**src/rtl/output_argmax.sv**
```systemverilog
// rtl/output_argmax.sv - streaming argmax over the output-layer register file
// Optional build macro ARGMAX_TIE_LAST_EN: ties resolve to the highest index instead of the lowest.
module output_argmax #(
  parameter int NUM_OUT = 10,
  parameter int ADDR_W  = 7,
  parameter int DATA_W  = 16
) (
  input  logic                     clk,
  input  logic                     reset,
  input  logic                     start,
  output logic                     rd_en,
  output logic [ADDR_W-1:0]        rd_addr,
  input  logic signed [DATA_W-1:0] rd_data,
  output logic                     busy,
  output logic                     done,
  output logic [ADDR_W-1:0]        class_idx,
  output logic signed [DATA_W-1:0] max_val
);

  localparam logic [1:0] S_IDLE   = 2'd0;
  localparam logic [1:0] S_SCAN   = 2'd1;
  localparam logic [1:0] S_DRAIN  = 2'd2;
  localparam logic [1:0] S_FINISH = 2'd3;

  localparam logic [ADDR_W-1:0] LAST_ADDR = ADDR_W'(NUM_OUT - 1);

  logic [1:0]               r_state;
  logic [ADDR_W-1:0]        r_cnt;
  logic                     r_smp_vld;
  logic [ADDR_W-1:0]        r_smp_idx;
  logic signed [DATA_W-1:0] r_run_max;
  logic [ADDR_W-1:0]        r_run_idx;
  logic [ADDR_W-1:0]        r_class_idx;
  logic signed [DATA_W-1:0] r_max_val;

  logic                     w_first;
  logic                     w_better;
  logic                     w_take;
  logic signed [DATA_W-1:0] w_nxt_max;
  logic [ADDR_W-1:0]        w_nxt_idx;

  // rd_data belongs to the address issued one cycle earlier, tracked by r_smp_vld/r_smp_idx
  assign w_first = (r_smp_idx == '0);
`ifdef ARGMAX_TIE_LAST_EN
  assign w_better = (rd_data >= r_run_max);
`else
  assign w_better = (rd_data > r_run_max);
`endif
  assign w_take    = r_smp_vld && (w_first || w_better);
  assign w_nxt_max = w_take ? rd_data : r_run_max;
  assign w_nxt_idx = w_take ? r_smp_idx : r_run_idx;

  always_ff @(posedge clk) begin
    if (reset) begin
      r_state     <= S_IDLE;
      r_cnt       <= '0;
      r_smp_vld   <= 1'b0;
      r_smp_idx   <= '0;
      r_run_max   <= '0;
      r_run_idx   <= '0;
      r_class_idx <= '0;
      r_max_val   <= '0;
    end else begin
      r_smp_vld <= (r_state == S_SCAN);
      r_smp_idx <= r_cnt;
      r_run_max <= w_nxt_max;
      r_run_idx <= w_nxt_idx;
      case (r_state)
        S_IDLE: begin
          r_cnt <= '0;
          if (start) r_state <= S_SCAN;
        end
        S_SCAN: begin
          if (r_cnt == LAST_ADDR) begin
            r_cnt   <= '0;
            r_state <= S_DRAIN;
          end else begin
            r_cnt <= r_cnt + ADDR_W'(1);
          end
        end
        S_DRAIN: begin
          // Final sample folds in here so the result is visible during FINISH
          r_class_idx <= w_nxt_idx;
          r_max_val   <= w_nxt_max;
          r_state     <= S_FINISH;
        end
        default: r_state <= S_IDLE;
      endcase
    end
  end

  assign rd_en     = (r_state == S_SCAN);
  assign rd_addr   = rd_en ? r_cnt : '0;
  assign busy      = (r_state != S_IDLE);
  assign done      = (r_state == S_FINISH);
  assign class_idx = r_class_idx;
  assign max_val   = r_max_val;

endmodule

```
**config.mk**
```make
export PLATFORM = sky130hd
export DESIGN_NAME = output_argmax
export DESIGN_NICKNAME = d
export VERILOG_FILES = /design/src/rtl/output_argmax.sv
export SDC_FILE = /design/constraint.sdc
export NUM_CORES = 1
export LEC_CHECK = 0
export BUFFER_PORTS_ARGS = -buffer_cell sky130_fd_sc_hd__buf_2
export CORE_MARGIN = 3
export CORE_UTILIZATION = 34
export CTS_CLUSTER_SIZE = 40
export DETAILED_ROUTE_END_ITERATION = 8
export PLACE_DENSITY = 0.6
export SLEW_MARGIN = 20
export SYNTH_ARGS = -nofsm -noshare
export SYNTH_HDL_FRONTEND = slang
export SYNTH_SLANG_ARGS = --single-unit
```
**constraint.sdc**
```tcl
create_clock -name clk -period 5.3 [get_ports clk]
set_input_delay 0 -clock clk [delete_from_list [all_inputs] [get_ports clk]]
set_output_delay 0 -clock clk [all_outputs]
set_load 0.005 [all_outputs]
```
==> metrics <==
WP data arrival 3.06 ns; Yosys warnings 0; die area ~9600 um^2; Max-slew headroom 0.3019; WL/cell 13.06 um; CTS max path bufs 2; IO Pins 52; # diodes 0; # hold bufs at CTS 16; Placer Congestion 0.8309; root buffer cell clkbuf_8; TritonCTS Buffers 9; largest area contributor in the netlist dfxtp_1; crit path cell chain inv_1 -> ha_1 -> nand4_2 -> or4_1 -> nand3_1 -> a21o_1 -> nand3_1 -> a311oi_1; total wire length roughly 6.5 mm; most frequent cell after synthesis dfxtp_1; CP startpoint kind register; Die Wd approximately 100 um; post-CTS sizing 0; mapped cell area around 2900 um^2; GRT busiest layer met2; drt first-iter violations 85; Sink Count 63; synth-to-layout area growth 22.12%; setup_tns 0 ns; row count 32; RSZ-0062 raised after global routing no; critical path class reg2reg; GRT met3 Usage 0.04071; outcome finished clean; critical path's slowest cell a21o_1; fin crit share 0.5335; CP dominant cell by count nand3_1; Setup-failing EPs final 0; MaxCap Viol Count 0; Port Buffers 51; vias in the first global route 2502; main area contributors after synthesis dfxtp_1 (44%), ha_1 (9.6%), a311oi_1 (6.1%); TritonCTS clock tree built; met2 Usage GRT 0.2513; Avg Cell Area, Syn 8.751 um^2; share of layout cells above drive strength 1 0.1811; worst vdd ir 0.1609 mV; #FFs+latches synth 63; die height around 100 um; top cell type's share of synthesized area 0.4381; Leak Pwr around 1.4 nW; count of flip-flops with a built-in enable after synthesis 0; Post-Syn Instances 329; GRT Total Usage 0.1440; antenna violations before repair 0; first-pass GRT wire length about 11 mm; Hold Crit Class in2reg; Core Util, Final 0.4413; min Tclk post-route approximately 2.8 ns; vias per std cell 4.990; largest net degree at the start of global routing 61; Worst Path Required about 5.5 ns; Layout Nets 428; crit path max fanout 23; CTS H-tree depth 3; final hold vios 0; CP peak stage delay 0.71 ns; total iterations of the first detailed-routing run 4; DR vias 2465; M1 GR Usage 0.1696; Setup crit end kind register; Power per Cell Area between 300 and 400 nW/um^2; asr flop ratio synth 0; GRT overflow 0; ys flop type dfxtp_1; Post-Syn Nets 370; # DRC 0; top cells by count, synth dfxtp_1 (63), nor2_1 (39), a21oi_1 (28); HPWL Detailed between 4 and 5 mm; Setup Buffers After CTS 0; sequential fraction of the synthesis area 0.4381; Synth cell types 38; CTS clk-pin slew, worst paths 0.07 ns; total core area 7968 um^2; Initial Util 0.3613; later-pin clock latency in the skew report 0.34 ns; WHS 0.1019 ns; clock skew 0.006231 ns; fmax 353.7 MHz; Slew Limit Fails 0; Post-DRT Antenna Nets 0; Slew @ Worst Pin 1.047 ns
[placed cells by master, fill, tap and decap left out, types with 3 or more instances in the layout]
cell type,synthesis,layout
nor2b_1,9,9
a211oi_1,3,3
and2_1,11,11
inv_1,22,22
nand4_1,3,3
buf_2,2,51
mux2i_1,5,5
clkbuf_8,0,10
a311oi_1,20,20
dfxtp_1,63,63
a21oi_1,28,28
nand3_1,22,22
dlygate4sd3_1,0,16
o21ai_1,8,8
nand2b_1,3,3
clkinv_2,0,3
o21ai_0,19,19
nor2_1,39,39
nand2_1,9,9
ha_1,22,22
[critical path, delay by kind of cell, from the launching register on]
kind	cells	cell delay, ns
compound gates	2	1.02
buf+inv	1	0.04
flops	1	0.32
simple gates	4	1.03
fa+ha+maj	1	0.31
[metal layers]
metal / vias to the layer above / part of all wire
met4: 0 / 0.015
met5: - / 0
met1: 1120 / 0.47
met2: 50 / 0.47
met3: 12 / 0.047
li1: 1283 / -
[kinds of logic (layout without fill, tap and decap cells)]
group	Yosys count	count (layout)	synth area share
simple gates	107	107	0.1886
fa+ha+maj	22	22	0.09561
compound gates	87	87	0.1899
flops	63	63	0.4381
buf+inv	44	107	0.06736
mux	5	5	0.01738
xor+xnor	1	1	0.003043
[worst paths after layout]
path | from | end | slack, ns | cells after the start
max reg2reg | r_run_max[15] | max_val[9] | 2.47 | 8
min reg2reg | r_run_idx[0] | r_run_idx[0] | 0.46 | 2
max | r_run_max[15] | max_val[9] | 2.47 | 8
min | start | r_state[0] | 0.10 | 5
[registers in the layout (all words and copies together) (netlist names)]
register   flops
r_cnt          7
r_smp_idx      7
r_run_idx      7
r_state        2
class_idx      7
r_smp_vld      1
max_val       16
r_run_max     16
[report_power, final]
group	switching, mW	internal, mW
clock	0.177	0.228
sequential	0.0414	0.544
combinational	0.209	0.152
total	0.427	0.924
[per-stage QoR]
stage	worst slack, ns	power [mW]	instance area [um^2]	instances
after floorplan	3.165	0.8421	2879	329
after global placement	2.545	0.9473	3166	462
after detailed placement	2.423	0.9551	3166	462
after CTS	2.422	1.377	3516	494
after global routing	2.188	1.450	3516	494
final	2.473	1.352	3516	494
[cell type report]
type	count	area, um^2
fill	825	4452
multi-input combinational	222	1424
sequential	63	1261
timing repair buffer	69	430.4
clock buffer	12	145.1
tap	102	127.6
inverter	22	82.58
clock inverter	4	45.04
Note: power is estimated with default switching activity, not from simulation.
